==> src/rtl/fast_dram_latency_shaper_pkg.sv <==
// Shared types and constants for the fast DRAM latency shaper.
// Optional statistics are enabled with FAST_DRAM_LATENCY_SHAPER_STAT_EN.
package fast_dram_latency_shaper_pkg;

    localparam int unsigned AXI_LEN_W   = 4;
    localparam int unsigned AXI_SIZE_W  = 3;
    localparam int unsigned AXI_BURST_W = 2;
    localparam int unsigned AXI_RESP_W  = 2;

    // Largest supported latency sets the countdown field width
    localparam int unsigned MAX_LATENCY = 255;
    localparam int unsigned CNT_W       = $clog2(MAX_LATENCY + 1);
    localparam int unsigned STAT_W      = 32;

    typedef struct packed {
        logic [AXI_LEN_W-1:0]   len;
        logic [AXI_SIZE_W-1:0]  size;
        logic [AXI_BURST_W-1:0] burst;
    } axi_attr_t;

    // Initial countdown value; a latency of zero behaves like one
    function automatic logic [CNT_W-1:0] init_cnt(input int unsigned latency);
        return (latency > 1) ? CNT_W'(latency - 1) : '0;
    endfunction

endpackage

==> src/rtl/fast_dram_latency_queue.sv <==
// Address request FIFO that holds each entry for a fixed number of cycles
// before presenting it at the head.
module fast_dram_latency_queue
    import fast_dram_latency_shaper_pkg::*;
#(
    parameter int unsigned BW_ADDR    = 32,
    parameter int unsigned BW_AXI_TID = 16,
    parameter int unsigned LATENCY    = 20,
    parameter int unsigned DEPTH      = 4
) (
    input  logic                  clk,
    input  logic                  rst,
    input  logic [BW_AXI_TID-1:0] push_id,
    input  logic [BW_ADDR-1:0]    push_addr,
    input  axi_attr_t             push_attr,
    input  logic                  push_valid,
    output logic                  push_ready,
    output logic [BW_AXI_TID-1:0] pop_id,
    output logic [BW_ADDR-1:0]    pop_addr,
    output axi_attr_t             pop_attr,
    output logic                  pop_valid,
    input  logic                  pop_ready
);

    localparam int unsigned PTR_W = (DEPTH > 1) ? $clog2(DEPTH) : 1;
    localparam logic [CNT_W-1:0] CNT_INIT = init_cnt(LATENCY);

    typedef struct packed {
        logic [BW_AXI_TID-1:0] id;
        logic [BW_ADDR-1:0]    addr;
        axi_attr_t             attr;
        logic [CNT_W-1:0]      cnt;
    } entry_t;

    entry_t           mem [DEPTH];
    entry_t           head;
    logic [PTR_W-1:0] wr_ptr;
    logic [PTR_W-1:0] rd_ptr;
    logic [PTR_W:0]   count;
    logic [PTR_W:0]   count_next;
    logic             push;
    logic             pop;

    assign head      = mem[rd_ptr];
    assign push      = push_valid && push_ready;
    assign pop       = pop_valid && pop_ready;
    assign pop_valid = (count != '0) && (head.cnt == '0);
    assign pop_id    = head.id;
    assign pop_addr  = head.addr;
    assign pop_attr  = head.attr;

    always_comb begin
        count_next = count;
        case ({push, pop})
            2'b10:   count_next = count + (PTR_W+1)'(1);
            2'b01:   count_next = count - (PTR_W+1)'(1);
            default: count_next = count;
        endcase
    end

    // Free slots always hold cnt == 0, so every nonzero counter belongs to a live entry
    always_ff @(posedge clk or posedge rst) begin
        if (rst) begin
            wr_ptr     <= '0;
            rd_ptr     <= '0;
            count      <= '0;
            push_ready <= 1'b1;
            for (int i = 0; i < int'(DEPTH); i++) begin
                mem[i] <= '0;
            end
        end else begin
            for (int i = 0; i < int'(DEPTH); i++) begin
                if (mem[i].cnt != '0) begin
                    mem[i].cnt <= mem[i].cnt - CNT_W'(1);
                end
            end
            if (push) begin
                mem[wr_ptr] <= '{id: push_id, addr: push_addr, attr: push_attr, cnt: CNT_INIT};
                wr_ptr      <= wr_ptr + PTR_W'(1);
            end
            if (pop) begin
                rd_ptr <= rd_ptr + PTR_W'(1);
            end
            count      <= count_next;
            push_ready <= (count_next != (PTR_W+1)'(DEPTH));
        end
    end

endmodule

==> src/rtl/fast_dram_latency_shaper.sv <==
// AXI3 stage adding fixed AR/AW latency in front of the fast DRAM model; W/B/R pass through.
// Define FAST_DRAM_LATENCY_SHAPER_STAT_EN to add pop and stall statistics ports.
module fast_dram_latency_shaper
    import fast_dram_latency_shaper_pkg::*;
#(
    parameter int unsigned BW_ADDR    = 32,
    parameter int unsigned BW_DATA    = 128,
    parameter int unsigned BW_AXI_TID = 16,
    parameter int unsigned RD_LATENCY = 20,
    parameter int unsigned WR_LATENCY = 10,
    parameter int unsigned DEPTH      = 4
) (
    input  logic                   clk,
    input  logic                   rst,
    input  logic [BW_AXI_TID-1:0]  rxawid,
    input  logic [BW_ADDR-1:0]     rxawaddr,
    input  logic [AXI_LEN_W-1:0]   rxawlen,
    input  logic [AXI_SIZE_W-1:0]  rxawsize,
    input  logic [AXI_BURST_W-1:0] rxawburst,
    input  logic                   rxawvalid,
    output logic                   rxawready,
    input  logic [BW_AXI_TID-1:0]  rxwid,
    input  logic [BW_DATA-1:0]     rxwdata,
    input  logic [BW_DATA/8-1:0]   rxwstrb,
    input  logic                   rxwlast,
    input  logic                   rxwvalid,
    output logic                   rxwready,
    output logic [BW_AXI_TID-1:0]  rxbid,
    output logic [AXI_RESP_W-1:0]  rxbresp,
    output logic                   rxbvalid,
    input  logic                   rxbready,
    input  logic [BW_AXI_TID-1:0]  rxarid,
    input  logic [BW_ADDR-1:0]     rxaraddr,
    input  logic [AXI_LEN_W-1:0]   rxarlen,
    input  logic [AXI_SIZE_W-1:0]  rxarsize,
    input  logic [AXI_BURST_W-1:0] rxarburst,
    input  logic                   rxarvalid,
    output logic                   rxarready,
    output logic [BW_AXI_TID-1:0]  rxrid,
    output logic [BW_DATA-1:0]     rxrdata,
    output logic [AXI_RESP_W-1:0]  rxrresp,
    output logic                   rxrlast,
    output logic                   rxrvalid,
    input  logic                   rxrready,
    output logic [BW_AXI_TID-1:0]  sxawid,
    output logic [BW_ADDR-1:0]     sxawaddr,
    output logic [AXI_LEN_W-1:0]   sxawlen,
    output logic [AXI_SIZE_W-1:0]  sxawsize,
    output logic [AXI_BURST_W-1:0] sxawburst,
    output logic                   sxawvalid,
    input  logic                   sxawready,
    output logic [BW_AXI_TID-1:0]  sxwid,
    output logic [BW_DATA-1:0]     sxwdata,
    output logic [BW_DATA/8-1:0]   sxwstrb,
    output logic                   sxwlast,
    output logic                   sxwvalid,
    input  logic                   sxwready,
    input  logic [BW_AXI_TID-1:0]  sxbid,
    input  logic [AXI_RESP_W-1:0]  sxbresp,
    input  logic                   sxbvalid,
    output logic                   sxbready,
    output logic [BW_AXI_TID-1:0]  sxarid,
    output logic [BW_ADDR-1:0]     sxaraddr,
    output logic [AXI_LEN_W-1:0]   sxarlen,
    output logic [AXI_SIZE_W-1:0]  sxarsize,
    output logic [AXI_BURST_W-1:0] sxarburst,
    output logic                   sxarvalid,
    input  logic                   sxarready,
    input  logic [BW_AXI_TID-1:0]  sxrid,
    input  logic [BW_DATA-1:0]     sxrdata,
    input  logic [AXI_RESP_W-1:0]  sxrresp,
    input  logic                   sxrlast,
    input  logic                   sxrvalid,
    output logic                   sxrready
`ifdef FAST_DRAM_LATENCY_SHAPER_STAT_EN
    ,
    output logic [STAT_W-1:0]      stat_rd_count,
    output logic [STAT_W-1:0]      stat_wr_count,
    output logic [STAT_W-1:0]      stat_stall_cycles
`endif
);

    axi_attr_t aw_attr_in;
    axi_attr_t aw_attr_out;
    axi_attr_t ar_attr_in;
    axi_attr_t ar_attr_out;

    assign aw_attr_in = '{len: rxawlen, size: rxawsize, burst: rxawburst};
    assign ar_attr_in = '{len: rxarlen, size: rxarsize, burst: rxarburst};
    assign sxawlen    = aw_attr_out.len;
    assign sxawsize   = aw_attr_out.size;
    assign sxawburst  = aw_attr_out.burst;
    assign sxarlen    = ar_attr_out.len;
    assign sxarsize   = ar_attr_out.size;
    assign sxarburst  = ar_attr_out.burst;

    fast_dram_latency_queue #(
        .BW_ADDR(BW_ADDR), .BW_AXI_TID(BW_AXI_TID), .LATENCY(WR_LATENCY), .DEPTH(DEPTH)
    ) u_aw_queue (
        .clk(clk), .rst(rst),
        .push_id(rxawid), .push_addr(rxawaddr), .push_attr(aw_attr_in),
        .push_valid(rxawvalid), .push_ready(rxawready),
        .pop_id(sxawid), .pop_addr(sxawaddr), .pop_attr(aw_attr_out),
        .pop_valid(sxawvalid), .pop_ready(sxawready)
    );

    fast_dram_latency_queue #(
        .BW_ADDR(BW_ADDR), .BW_AXI_TID(BW_AXI_TID), .LATENCY(RD_LATENCY), .DEPTH(DEPTH)
    ) u_ar_queue (
        .clk(clk), .rst(rst),
        .push_id(rxarid), .push_addr(rxaraddr), .push_attr(ar_attr_in),
        .push_valid(rxarvalid), .push_ready(rxarready),
        .pop_id(sxarid), .pop_addr(sxaraddr), .pop_attr(ar_attr_out),
        .pop_valid(sxarvalid), .pop_ready(sxarready)
    );

    // Data and response channels are not delayed
    assign sxwid    = rxwid;
    assign sxwdata  = rxwdata;
    assign sxwstrb  = rxwstrb;
    assign sxwlast  = rxwlast;
    assign sxwvalid = rxwvalid;
    assign rxwready = sxwready;
    assign rxbid    = sxbid;
    assign rxbresp  = sxbresp;
    assign rxbvalid = sxbvalid;
    assign sxbready = rxbready;
    assign rxrid    = sxrid;
    assign rxrdata  = sxrdata;
    assign rxrresp  = sxrresp;
    assign rxrlast  = sxrlast;
    assign rxrvalid = sxrvalid;
    assign sxrready = rxrready;

`ifdef FAST_DRAM_LATENCY_SHAPER_STAT_EN
    localparam logic [STAT_W-1:0] STAT_MAX = '1;

    // Saturating pop and upstream-stall counters
    always_ff @(posedge clk or posedge rst) begin
        if (rst) begin
            stat_rd_count     <= '0;
            stat_wr_count     <= '0;
            stat_stall_cycles <= '0;
        end else begin
            if (sxarvalid && sxarready && (stat_rd_count != STAT_MAX)) begin
                stat_rd_count <= stat_rd_count + STAT_W'(1);
            end
            if (sxawvalid && sxawready && (stat_wr_count != STAT_MAX)) begin
                stat_wr_count <= stat_wr_count + STAT_W'(1);
            end
            if (((rxarvalid && !rxarready) || (rxawvalid && !rxawready)) &&
                (stat_stall_cycles != STAT_MAX)) begin
                stat_stall_cycles <= stat_stall_cycles + STAT_W'(1);
            end
        end
    end
`endif

endmodule
==> config.mk <==
export PLATFORM = sky130hd
export DESIGN_NAME = fast_dram_latency_shaper
export DESIGN_NICKNAME = d
export VERILOG_FILES = /design/src/rtl/fast_dram_latency_shaper_pkg.sv /design/src/rtl/fast_dram_latency_queue.sv /design/src/rtl/fast_dram_latency_shaper.sv
export SDC_FILE = /design/constraint.sdc
export NUM_CORES = 1
export LEC_CHECK = 0
export BUFFER_PORTS_ARGS = -buffer_cell sky130_fd_sc_hd__buf_2
export CAP_MARGIN = 20
export CORE_AREA = 2 2 348 350
export DETAILED_ROUTE_END_ITERATION = 7
export DIE_AREA = 0 0 350 352
export SETUP_SLACK_MARGIN = 0.2
export SYNTH_ARGS = -nofsm -noshare
export SYNTH_HDL_FRONTEND = slang
export SYNTH_HIERARCHICAL = 1
export SYNTH_SLANG_ARGS = --single-unit
==> constraint.sdc <==
create_clock -name clk -period 8.58 [get_ports clk]
set_input_delay 0.429 -clock clk [delete_from_list [all_inputs] [get_ports clk]]
set_output_delay 0.429 -clock clk [all_outputs]
set_load 0.05 [all_outputs]
Yosys cells after proc, flatten, opt, wreduce, memory -nomap -nowiden
Index checks and enable logic that the tools add are counted. W data, S select, Z words.

Register bits after elaboration: 536. Logic and storage cells: 132.

Add/subtract/negate cells: 16. Order comparisons: 6. Equal/unequal tests: 6. Multiplexer cells: 24. Bitwise operators: 4. Reductions and logical operators: 20.

Operator list (count): $bwmux W260 (2); $mux W203 (2); $mux W65 (6); $bmux W65 S2 (2); $demux W65 S2 (2); $mux W8 (8); $reduce_bool A8 Y1 (8); $sub A8 B1 Y8 const B (8); $logic_not A8 Y1 (2); $ge A3 B3 Y1 const B (4); $not A2 Y3 (4); $pmux W3 S2 (2); $add A2 B1 Y2 const B (4); $logic_and A1 B1 Y1 (8); $add A3 B1 Y3 const B (2); $lt A3 B1 Y1 const B (2); $ne A3 B3 Y1 const B (2); $reduce_bool A3 Y1 (2); $sub A3 B1 Y3 const B (2); $eq A2 B1 Y1 const B (2); $eq A2 B2 Y1 const B (2).

Logic depth before layout (Yosys ltp)
Gate-level depths: netlist of the first run.

Word-level depth: 10. Depth in mapped cells: 11. Mapped depth without buffers: 11.

Hierarchy
The synthesis of the first run kept the hierarchy.

By module, submodules not included: fast_dram_latency_queue at u_aw_queue (instances 1, cells each 1126, area an instance 11951.5 um^2, sequential area each 6707.7 um^2); fast_dram_latency_queue at u_ar_queue (instances 1, cells each 760, area an instance 11857.6 um^2, sequential area each 6707.7 um^2); fast_dram_latency_shaper (instances 1, cells each 332, area an instance 2492.4 um^2, sequential area each 0.0 um^2).

Worst setup path after synthesis of the first run
Ideal clock, no wire load.

Kind: register -> output. Start point: reg u_aw_queue/mem[69] (netlist name). End point: out sxawvalid. Arrival: 2.450 ns. Required time: 8.151 ns. Slack: 5.701 ns. Stages on the path, launching flop included: 5. Path buffers: 0. Cells stage by stage: dfrtp_1 > or4_4 > nor4_2 > a311oi_1 > nor3_1.

Word-level cells in the longest chain between the ends: 5.

RTL lines: start, declared (line fast_dram_latency_queue.sv:35) `entry_t mem [DEPTH];`; start signal, assigned by index (line fast_dram_latency_queue.sv:78) `mem[wr_ptr] <= '{id: push_id, addr: push_addr, attr: push_attr, cnt: CNT_INIT};`; $bmux W65 S2 (line fast_dram_latency_queue.sv:44) `assign head = mem[rd_ptr];`; $mux W65 (implied by the code) (2 in a row) (line fast_dram_latency_queue.sv:44); $logic_not A8 Y1 (line fast_dram_latency_queue.sv:47) `assign pop_valid = (count != '0) && (head.cnt == '0);`; $logic_and A1 B1 Y1 (line fast_dram_latency_queue.sv:47); end, declared (line fast_dram_latency_shaper.sv:50) `output logic sxawvalid,`.

No other way between the ends. The select of a mux whose other input is x is not followed.

Final worst setup path of the first run
Start point: reg u_aw_queue.rd_ptr[0]. End point: out sxawaddr[15].

Word-level cells in the longest chain between the ends: 4.

RTL lines: start, declared (line fast_dram_latency_queue.sv:38) `logic [PTR_W-1:0] rd_ptr;`; start signal, assigned (line fast_dram_latency_queue.sv:82) `rd_ptr <= rd_ptr + PTR_W'(1);`; $not A2 Y3 (implied by the code) (line fast_dram_latency_queue.sv:44); $bmux W65 S2 (line fast_dram_latency_queue.sv:44); $mux W65 (implied by the code) (2 in a row) (line fast_dram_latency_queue.sv:44); end, declared (line fast_dram_latency_shaper.sv:46) `output logic [BW_ADDR-1:0] sxawaddr,`.

No other way between the ends. The select of a mux whose other input is x is not followed.

==> impl_metrics.env, run 1 <==
export IMPL_utilization_pct=24.7
export IMPL_drtIter0Drc=947
export IMPL_path_class="register to output port"
export IMPL_synthArstFlopShare_pct=100
export IMPL_syn_avg_cell_area_um2=11.9
export IMPL_portBuffers=237
export IMPL_synth_edf_count=0
export IMPL_place_inst=3652
export IMPL_h_tree_depth=3
export IMPL_layout_drive_gt1_share_pct=36.1
export IMPL_rsz0062_at_grt="no"
export IMPL_crit_required_ns=8.15
export IMPL_ir_worst_vdd_mv=0.194
export IMPL_cts_tree="done"
export IMPL_gp_congestion=0.747
export IMPL_coreArea_um2=119000
export IMPL_ys_seq_elements=536
export IMPL_grt_pass1_vias=16600
export IMPL_avgViaCountPerCell=4.10
export IMPL_layout_setup_ws_ns=5.07
export IMPL_cts_resized=0
export IMPL_cp_start_kind="register"
export IMPL_insertion_delay_ns=0.63
export IMPL_outcome="complete, no violations"
export IMPL_grt_usage_pct=11.0
export IMPL_die_area_um2=123000
export IMPL_yosysWarnings=6
export IMPL_drc_errors=0
export IMPL_root_buffer="clkbuf_16"
export IMPL_power_total_mw=12.3
export IMPL_drt_pass1_iterations=5
export IMPL_synth_fp_nets=2698
export IMPL_worst_clock_skew_ns=0.0212
export IMPL_netlist_area_um2=26300
export IMPL_fin_hold_ws_ns=0.0260
export IMPL_timing_hold_violations_final=0
export IMPL_power_density_nw_per_um2=417
export IMPL_routed_wl_mm=69.0
export IMPL_rows=127
export IMPL_yosysMostFrequentCell="nand2_1"
export IMPL_wl_per_cell_um=18.1
export IMPL_vias=15700
export IMPL_tightest_slew_ns=1.00
export IMPL_syn_inst=2218
export IMPL_synth_top_cell_area_share_pct=50.8
export IMPL_post_route_cell_area_um2=29500
export IMPL_cap_violations=0
export IMPL_tns_ns=0
export IMPL_finalNetCount=2632
export IMPL_clock_path_buffers=3
export IMPL_start_util_pct=22.0
export IMPL_cts_sinks=536
export IMPL_max_freq_mhz=285
export IMPL_worstPathArrival_ns=3.08
export IMPL_cp_end_kind="output port"
export IMPL_final_cells=3822
export IMPL_yosysSeqAreaShare_pct=51.0
export IMPL_slew_headroom_pct=33.1
export IMPL_synth_largest_area_cell="dfrtp_1"
export IMPL_grt_max_degree=166
export IMPL_ant_nets=0
export IMPL_clkTransAtPathRegs_ns=0.06
export IMPL_critPathMaxFanout=37
export IMPL_gr_total_overflow=0
export IMPL_placed_area_um2=26900
export IMPL_min_period_over_period_pct=40.9
export IMPL_io_pins=902
export IMPL_antenna_found_initial=9
export IMPL_setup_viol=0
export IMPL_grt_pass1_wl_mm=104
export IMPL_synthDistinctLibCells=48
export IMPL_die_w_um=350
export IMPL_synthTopCellsByArea="dfrtp_1 (51%), mux2_2 (12%), mux4_2 (9.8%), buf_4 (9.5%), nand2_1 (7.8%)"
export IMPL_area_delta_synth_final_pct=12.2
export IMPL_synth_common_cells="nand2_1 (546), dfrtp_1 (534), buf_4 (332)"
export IMPL_place_hpwl_mm=46.2
export IMPL_synth_flop_cell="dfrtp_1"
export IMPL_period_needed_ns=3.51
export IMPL_slew_violations=0
export IMPL_fp_dieH_um=352
export IMPL_post_place_ws_ns=5.42
export IMPL_min_path_type="input pin to async pin"
export IMPL_p_leak_nw=13.1
export IMPL_cts_buffers=66
critical path, stage by stage (launching register included):
cell and delay [ns]:
dfrtp_4 0.74, buf_4 0.71, mux4_2 0.67, buf_2 0.24
sequential cells by signal (all words and copies together), names as in the netlist:
signal	cells
u_ar_queue/count	3
u_ar_queue/mem	260
u_ar_queue/push_ready	1
u_ar_queue/rd_ptr	2
u_ar_queue/wr_ptr	2
u_aw_queue/count	3
u_aw_queue/mem	260
u_aw_queue/push_ready	1
u_aw_queue/rd_ptr	2
u_aw_queue/wr_ptr	2
what timing repair did:
item / CTS / global route
buffers inserted: 0 / 0
hold buffers: 44 / 0
endpoints found under the hold margin: 105 / 0
cells in the final DEF, fill, tap and decap left out, types with 5 or more instances in the layout:
cell type	count
nand2_1	546
nor2_1	61
mux2_2	287
a21oi_1	5
clkbuf_1	18
nor4_1	6
inv_1	34
clkinv_2	7
o21ai_0	10
xor2_1	18
or4_1	7
dlygate4sd3_1	44
mux4_2	114
ha_1	26
nand3_4	5
clkbuf_16	68
clkbuf_8	12
dfrtp_1	530
diode_2	7
o31ai_1	7
nor3_1	16
nor4b_4	5
buf_4	17
or4_4	5
xnor2_1	40
buf_2	237
where the power goes:
| group | total, mW | leakage [nW] | switching, mW | internal [mW] |
|---|---|---|---|---|
| Clock | 2.78 | 1.06 | 1.12 | 1.66 |
| Sequential | 4.48 | 6.50 | 0.710 | 3.77 |
| Combinational | 5.05 | 5.52 | 3.05 | 2.00 |
final cells by class:
cell class / instances / area (µm²)
fillers: 12400 / 89800
diodes: 7 / 17.5
inverters: 36 / 150
multi-input cells: 1213 / 9940
repair buffers: 299 / 1770
clock buffers: 98 / 1930
flip-flops and latches: 536 / 13400
clock inverters: 21 / 243
well taps: 1612 / 2020
routing by layer:
layer	GRT usage, %	up-vias	part of all wire, %
met2	18.6	516	49
met4	6.53	8	5.5
met1	11.8	7906	37
met5	0.667	-	0.17
li1	-	7007	-
met3	3.76	229	8.4
cell families (layout without fill, tap and decap cells):
family	Yosys count	after routing	share of synthesized area [%]
buffers and inverters	469	454	11.5
AOI/OAI and AO/OA	42	42	1.14
muxes	402	402	22.1
and+or+nand+nor	683	683	10.9
adders and majority gates	28	28	1.39
other	0	7	0
xor gates and xnor gates	58	58	1.93
DFF	536	536	51.0
path summary, 6_finish.rpt:
kind	depth (start not counted)	endpoint	startpoint	slack [ns]
min in group clk	3	u_aw_queue/mem[95]$_DFFE_PP0P_	rxawaddr[13]	0.06
max in group asynchronous	3	u_aw_queue/mem[82]$_DFFE_PP0P_	rst	6.98
max	3	sxawaddr[15]	u_aw_queue/rd_ptr[0]$_DFFE_PP0P_	5.07
min reg2reg	2	u_aw_queue/mem[79]$_DFFE_PP0P_	u_aw_queue/mem[79]$_DFFE_PP0P_	0.47
min	2	u_ar_queue/mem[107]$_DFFE_PP0P_	rst	0.03
max reg2reg	11	u_ar_queue/push_ready$_DFF_PP1_	u_ar_queue/rd_ptr[1]$_DFFE_PP0P_	5.46
No activity file was read; power rests on OpenSTA's default activity.
==> run 2, diff against run 1 <==
--- a/config.mk
+++ b/config.mk
@@ -5,11 +5,12 @@
 export SDC_FILE = /design/constraint.sdc
 export NUM_CORES = 1
 export LEC_CHECK = 0
+export ABC_AREA = 1
 export BUFFER_PORTS_ARGS = -buffer_cell sky130_fd_sc_hd__buf_2
 export CAP_MARGIN = 20
-export CORE_AREA = 2 2 348 350
+export CORE_AREA = 2 2 349 351
 export DETAILED_ROUTE_END_ITERATION = 7
-export DIE_AREA = 0 0 350 352
+export DIE_AREA = 0 0 351 353
 export SETUP_SLACK_MARGIN = 0.2
 export SYNTH_ARGS = -nofsm -noshare
 export SYNTH_HDL_FRONTEND = slang
==> constraint.sdc (replaced) <==
create_clock -name clk -period 3 [get_ports clk]
set_input_delay 0.15 -clock clk [delete_from_list [all_inputs] [get_ports clk]]
set_output_delay 0.15 -clock clk [all_outputs]
set_load 0.05 [all_outputs]
==> run 2 against run 1 <==
  * Clock power increased to 2.9 times the previous value
  * Count of clock-buffer cells in the layout shrank 8
  * Synthesized cell count grew 42%
  * Highest routed layer unchanged
  * First-iteration DRC count grew 57%
  * Critical endpoint is now sxarid[7]
  * Critical path type unchanged
  * Total power increased to 3.1 times the previous value
  * Global-route usage grew 5.7 points
==> impl_metrics.env, run 2 <==
export IMPL_finalNetCount=3585
export IMPL_slew_headroom_pct=49.1
export IMPL_timing_hold_violations_final=0
export IMPL_path_class="register to output port"
export IMPL_die_area_um2=124000
export IMPL_layout_setup_ws_ns=0.349
export IMPL_synth_top_family_by_area="compound AO/OA/AOI/OAI gates"
export IMPL_drtIter0Drc=1489
export IMPL_syn_avg_cell_area_um2=8.40
export IMPL_worst_clock_skew_ns=0.0221
export IMPL_synthSimpleGateAreaFrac_pct=14.7
export IMPL_dr_max_layer_used="met5"
export IMPL_p_sw_share_pct=47.1
export IMPL_grt_pass1_vias=20000
export IMPL_synth_largest_area_cell="dfrtp_1"
export IMPL_drt_pass1_iterations=7
export IMPL_die_w_um=351
export IMPL_grt_usage_pct=16.7
export IMPL_p_sw_mw=18.2
export IMPL_final_cells=4781
export IMPL_synth_xor_area_share_pct=1.52
export IMPL_crit_path_end="sxarid[7]"
export IMPL_post_place_ws_ns=0.458
export IMPL_cap_violations=0
export IMPL_io_pins=902
export IMPL_cts_tree="done"
export IMPL_timing_rr_end="u_ar_queue/push_ready$_DFF_PP1_"
export IMPL_root_buffer="clkbuf_16"
export IMPL_fillCellCount=13100
export IMPL_synth_edf_count=0
export IMPL_placed_area_um2=26900
export IMPL_grt_max_degree=125
export IMPL_crit_chain="buf_12, o21ai_0, o22ai_1, buf_2"
export IMPL_critPathMaxFanout=116
export IMPL_outcome="complete, no violations"
export IMPL_ant_nets=0
export IMPL_area_delta_synth_final_pct=14.8
export IMPL_clkTransAtPathRegs_ns=0.06
export IMPL_max_freq_mhz=377
export IMPL_place_inst=4540
export IMPL_cpPeakStageDelay_ns=0.60
export IMPL_reg_largest_list="u_ar_queue/mem x260, u_aw_queue/mem x260"
export IMPL_crit_required_ns=2.85
export IMPL_place_hpwl_mm=78.4
export IMPL_wl_per_cell_um=22.4
export IMPL_combPwrFrac_pct=46.9
export IMPL_start_util_pct=22.0
export IMPL_fin_hold_ws_ns=0.208
export IMPL_cp_start_kind="register"
export IMPL_worstPathArrival_ns=2.50
export IMPL_crit_start="u_ar_queue/rd_ptr[0]$_DFFE_PP0P_"
export IMPL_tightest_slew_ns=0.764
export IMPL_netlist_area_um2=26500
export IMPL_coreArea_um2=121000
export IMPL_power_density_nw_per_um2=1270
export IMPL_tns_ns=0
export IMPL_yosysMostFrequentCell="nand2_1"
export IMPL_vias=20700
export IMPL_period_needed_ns=2.65
export IMPL_gr_total_overflow=0
export IMPL_wl_met1_mm=33.5
export IMPL_yosysSeqAreaShare_pct=50.6
export IMPL_clock_path_buffers=3
export IMPL_cp_end_kind="output port"
export IMPL_syn_inst=3156
export IMPL_dr_wl_met3_mm=25.2
export IMPL_layout_drive_gt1_share_pct=13.4
export IMPL_synthTopCellsByArea="dfrtp_1 (50%), o21ai_0 (11%), buf_4 (9.6%), nand2_1 (8.9%), nor2_1 (4.3%)"
export IMPL_critPathTopFamily="buffers and inverters"
export IMPL_critical_path_buf_inv_count=2
export IMPL_ir_worst_vdd_mv=0.868
export IMPL_p_seq_share_pct=32.1
export IMPL_utilization_pct=25.2
export IMPL_synthAdderAreaFrac_pct=1.38
export IMPL_wl_met2_mm=41.6
export IMPL_avgViaCountPerCell=4.33
export IMPL_synth_common_cells="nand2_1 (626), o21ai_0 (579), dfrtp_1 (534)"
export IMPL_r2r_start="u_ar_queue/rd_ptr[0]$_DFFE_PP0P_"
export IMPL_rsz0062_at_grt="no"
export IMPL_min_period_over_period_pct=88.4
export IMPL_synthDistinctLibCells=37
export IMPL_mostFrequentLayoutCell="nand2_1"
export IMPL_insertion_delay_ns=0.61
export IMPL_rows=128
export IMPL_synth_compound_area_share_pct=16.5
export IMPL_ys_seq_elements=536
export IMPL_cts_buffers=66
export IMPL_h_tree_depth=3
export IMPL_cp_depth=4
export IMPL_final_cell_mix="nand2_1 (623), o21ai_0 (579), dfrtp_1 (530)"
export IMPL_synth_fp_nets=3636
export IMPL_cts_sinks=536
export IMPL_routed_wl_mm=107
export IMPL_fp_dieH_um=353
export IMPL_synth_flop_cell="dfrtp_1"
export IMPL_min_path_type="input pin to async pin"
export IMPL_p_clk_share_pct=20.9
export IMPL_synth_top_cell_area_share_pct=50.4
export IMPL_rr_worst_depth=14
export IMPL_drc_errors=0
export IMPL_p_leak_nw=14.4
export IMPL_setup_viol=0
export IMPL_synthArstFlopShare_pct=100
export IMPL_grt_pass1_wl_mm=149
export IMPL_antenna_found_initial=8
export IMPL_slew_violations=0
export IMPL_cp_slowest_cell="dfrtp_4"
export IMPL_intPower_mw=20.5
export IMPL_gp_congestion=0.803
export IMPL_yosysWarnings=6
export IMPL_portBuffers=237
export IMPL_synth_mux_area_share_pct=0
export IMPL_power_total_mw=38.7
export IMPL_post_route_cell_area_um2=30400
export IMPL_r2r_slack_ns=0.43
-- run 2: worst min path at each step --
| stage | depth (start not counted) | endpoint | slack (ns) |
|---|---|---|---|
| finish | 3 | u_ar_queue/mem[130]$_DFF_PP0_ | 0.21 |
| global route | 3 | u_ar_queue/mem[130]$_DFF_PP0_ | 0.25 |
| CTS | 3 | u_ar_queue/mem[130]$_DFF_PP0_ | 0.22 |
| detailed placement | 0 | rxbid[2] | 0.30 |
| global placement | 0 | rxbid[2] | 0.30 |
| floorplan | 2 | u_aw_queue/rd_ptr[1]$_DFFE_PP0P_ | 0.29 |
-- run 2: power by group through the flow --
stage / clock [mW] / sequential, mW / combinational, mW
floorplan: 0 / 12.0 / 15.0
CTS: 8.36 / 12.4 / 18.2
global placement: 0 / 12.4 / 17.7
finish: 8.10 / 12.4 / 18.2
global route: 8.65 / 12.8 / 20.0
detailed placement: 0 / 12.5 / 17.9
-- run 2: logic make-up (layout without fill, tap and decap cells) --
family,after synthesis,count (layout)
XOR/XNOR,46,46
other,0,2
AO/OA/AOI/OAI,842,842
buffers and inverters,709,707
flip-flops,536,536
AND/OR/NAND/NOR,995,995
adder cells (fa/ha/maj),28,28
-- run 2: routing by layer --
| layer | track usage, % | vias up |
|---|---|---|
| met3 | 17.7 | 241 |
| met2 | 22.4 | 967 |
| met5 | 2.50 | - |
| met4 | 9.24 | 16 |
| met1 | 15.4 | 9617 |
| li1 | - | 9839 |
-- run 2: repair_timing --
action                                  4_1_cts  5_1_grt
resized for setup                             7        5
gates cloned                                  0        1
hold buffers                                119        0
endpoints found under the hold margin       745        0
endpoints found under the setup margin       23       44
buffers inserted                              0        2
-- run 2: final cells by class --
cell class | count | area, µm² | area share [%]
well taps | 1625 | 2030 | 6.68
flip-flops and latches | 536 | 13400 | 44.1
multi-input cells | 1911 | 9110 | 29.9
clock inverters | 27 | 368 | 1.21
inverters | 201 | 771 | 2.53
clock buffers | 90 | 1850 | 6.08
diodes | 2 | 5.00 | 0.0164
repair buffers | 389 | 2880 | 9.47
-- run 2: tightest hold or removal path: cells and delay by family --
kind / cells / cell delay, ns
buf+inv: 3 / 1.08
==> run 3, diff against run 2 <==
--- a/config.mk
+++ b/config.mk
@@ -8,9 +8,9 @@
 export ABC_AREA = 1
 export BUFFER_PORTS_ARGS = -buffer_cell sky130_fd_sc_hd__buf_2
 export CAP_MARGIN = 20
-export CORE_AREA = 2 2 349 351
+export CORE_AREA = 2 2 352 354
 export DETAILED_ROUTE_END_ITERATION = 7
-export DIE_AREA = 0 0 351 353
+export DIE_AREA = 0 0 354 356
 export SETUP_SLACK_MARGIN = 0.2
 export SYNTH_ARGS = -nofsm -noshare
 export SYNTH_HDL_FRONTEND = slang
==> run 3 against run 2 <==
  * Core utilization decreased by 0.45 points
  * Critical path depth unchanged
  * Clock skew up 0.020 ns
  * First-iteration DRC count down 3.6%
  * Non-clock buffer count up 8
  * Sequential power about the same
  * Hold slack lost 0.13 ns
  * Count of clock-buffer cells in the layout decreased by 6
  * Maximum frequency rose by 0.60%
  * Critical endpoint is now sxawid[7]
  * Largest cell class unchanged
  * Highest routed layer unchanged
==> impl_metrics.env, run 3 (synthesis results as in run 2) <==
export IMPL_r2r_slack_ns=0.59
export IMPL_cpPeakStageDelay_ns=0.50
export IMPL_fillCellCount=13400
export IMPL_rr_worst_depth=14
export IMPL_cp_start_kind="register"
export IMPL_outcome="complete, no violations"
export IMPL_use_met3_pct=17.3
export IMPL_tightest_slew_ns=0.789
export IMPL_coreArea_um2=123000
export IMPL_routed_wl_mm=108
export IMPL_wl_per_cell_um=22.5
export IMPL_layout_drive_gt1_share_pct=13.4
export IMPL_p_leak_nw=14.4
export IMPL_place_hpwl_mm=81.9
export IMPL_fin_hold_ws_ns=0.0781
export IMPL_rsz0062_at_grt="no"
export IMPL_avgViaCountPerCell=4.28
export IMPL_insertion_delay_ns=0.65
export IMPL_max_freq_mhz=380
export IMPL_cts_sinks=536
export IMPL_critical_path_buf_inv_count=2
export IMPL_r2r_start="u_aw_queue/mem[4]$_DFF_PP0_"
export IMPL_antenna_found_initial=2
export IMPL_portBuffers=237
export IMPL_worst_clock_skew_ns=0.0417
export IMPL_cp_slowest_cell="buf_4"
export IMPL_grt_usage_pct=16.5
export IMPL_grt_pass1_wl_mm=150
export IMPL_period_needed_ns=2.63
export IMPL_min_path_type="input pin to async pin"
export IMPL_met1_usage_pct=14.7
export IMPL_grt_use_met2_pct=24.0
export IMPL_postCtsSetupBuffers=0
export IMPL_crit_required_ns=2.85
export IMPL_slew_violations=0
export IMPL_cp_end_kind="output port"
export IMPL_critPathMaxFanout=41
export IMPL_cts_tree="done"
export IMPL_critPathTopFamily="buffers and inverters"
export IMPL_slew_headroom_pct=47.4
export IMPL_clkTransAtPathRegs_ns=0.06
export IMPL_reg_largest_list="u_ar_queue/mem x260, u_aw_queue/mem x260"
export IMPL_worstPathArrival_ns=2.48
export IMPL_gp_congestion=0.880
export IMPL_timing_rr_end="u_aw_queue/push_ready$_DFF_PP1_"
export IMPL_min_period_over_period_pct=87.8
export IMPL_crit_chain="buf_4, o21ai_0, o22ai_1, buf_2"
export IMPL_h_tree_depth=2
export IMPL_grt_busiest_layer="met2"
export IMPL_drt_pass1_iterations=5
export IMPL_vias=20500
export IMPL_crit_start="u_aw_queue/rd_ptr[1]$_DFFE_PP0P_"
export IMPL_rows=129
export IMPL_path_class="register to output port"
export IMPL_power_total_mw=38.3
export IMPL_timing_hold_violations_final=0
export IMPL_power_density_nw_per_um2=1260
export IMPL_die_area_um2=126000
export IMPL_area_delta_synth_final_pct=14.7
export IMPL_start_util_pct=21.6
export IMPL_ant_nets=0
export IMPL_clock_path_buffers=3
export IMPL_setup_viol=0
export IMPL_cap_violations=0
export IMPL_die_w_um=354
export IMPL_gr_total_overflow=0
export IMPL_finalNetCount=3588
export IMPL_ir_worst_vdd_mv=0.753
export IMPL_grt_max_degree=127
export IMPL_mostFrequentLayoutCell="nand2_1"
export IMPL_final_cell_mix="nand2_1 (623), o21ai_0 (579), dfrtp_1 (530)"
export IMPL_drtIter0Drc=1436
export IMPL_cts_buffers=61
export IMPL_io_pins=902
export IMPL_grt_pass1_vias=19600
export IMPL_fp_dieH_um=356
export IMPL_drc_errors=0
export IMPL_root_buffer="clkbuf_16"
[run 3: where the power goes]
group | leakage (nW) | internal (mW) | switching [mW]
Clock | 1.06 | 4.77 | 3.13
Sequential | 6.71 | 10.6 | 1.77
Combinational | 6.60 | 5.00 | 13.0
[run 3: worst max-delay path by stage]
| stage | to | slack [ns] | cells past startpoint |
|---|---|---|---|
| after floorplan | u_ar_queue/count[0]$_DFF_PP0_ | -0.69 | 1 |
| after global placement | u_aw_queue/push_ready$_DFF_PP1_ | 0.61 | 14 |
| after detailed placement | u_aw_queue/push_ready$_DFF_PP1_ | 0.61 | 14 |
| after CTS | sxawid[7] | 0.19 | 5 |
| after global routing | sxawid[7] | 0.21 | 4 |
| final | sxawid[7] | 0.37 | 4 |
[run 3: timing repair]
item,4_1_cts,5_1_grt
hold buffers,119,0
setup endpoints to repair,46,20
cloned,0,0
resized for setup,4,8
hold endpoints to repair,511,0
[run 3: per-layer routing]
metal | vias up | share of wire, %
met4 | 6 | 4.6
met3 | 212 | 23
met5 | - | 0.24
met1 | 9553 | 30
met2 | 919 | 42
li1 | 9836 | -
[run 3: worst register-to-register path, stage by stage, from the launching register on]
cell and delay, ns:
dfrtp_1 0.42, nor2_4 0.18, nand2_1 0.07, nor2_1 0.14, nand2_1 0.09, nand3_2 0.10, nand3_1 0.10, nor2_1 0.12
ha_1 0.16, inv_1 0.07, fa_1 0.38, a21oi_1 0.14, o21ai_0 0.11, xor2_1 0.19, nand2_1 0.08
[run 3: cell type report]
cell class / instances / area [µm²] / share of cell area, %
Sequential cell: 536 / 13400 / 44.1
Multi-Input combinational cell: 1911 / 9080 / 29.9
Timing Repair Buffer: 397 / 2930 / 9.65
Tap cell: 1637 / 2050 / 6.73
Clock buffer: 84 / 1750 / 5.76
Inverter: 201 / 768 / 2.53
Clock inverter: 26 / 402 / 1.32
Antenna cell: 1 / 2.50 / 0.00823
[run 3: through the flow]
step | instances | worst slack (ns) | cell area, µm² | setup TNS, ns | util [%]
6_report | 4793 | 0.365 | 30400 | 0 | 24.8
5_1_grt | 4793 | 0.206 | 30400 | 0 | 24.8
4_1_cts | 4791 | 0.194 | 30400 | 0 | 24.8
3_5_place_dp | 4562 | 0.615 | 27000 | 0 | 22.0
2_1_floorplan | 3156 | -0.689 | 26500 | -367.74 | -
3_3_place_gp | 4562 | 0.610 | 27000 | 0 | 22.0
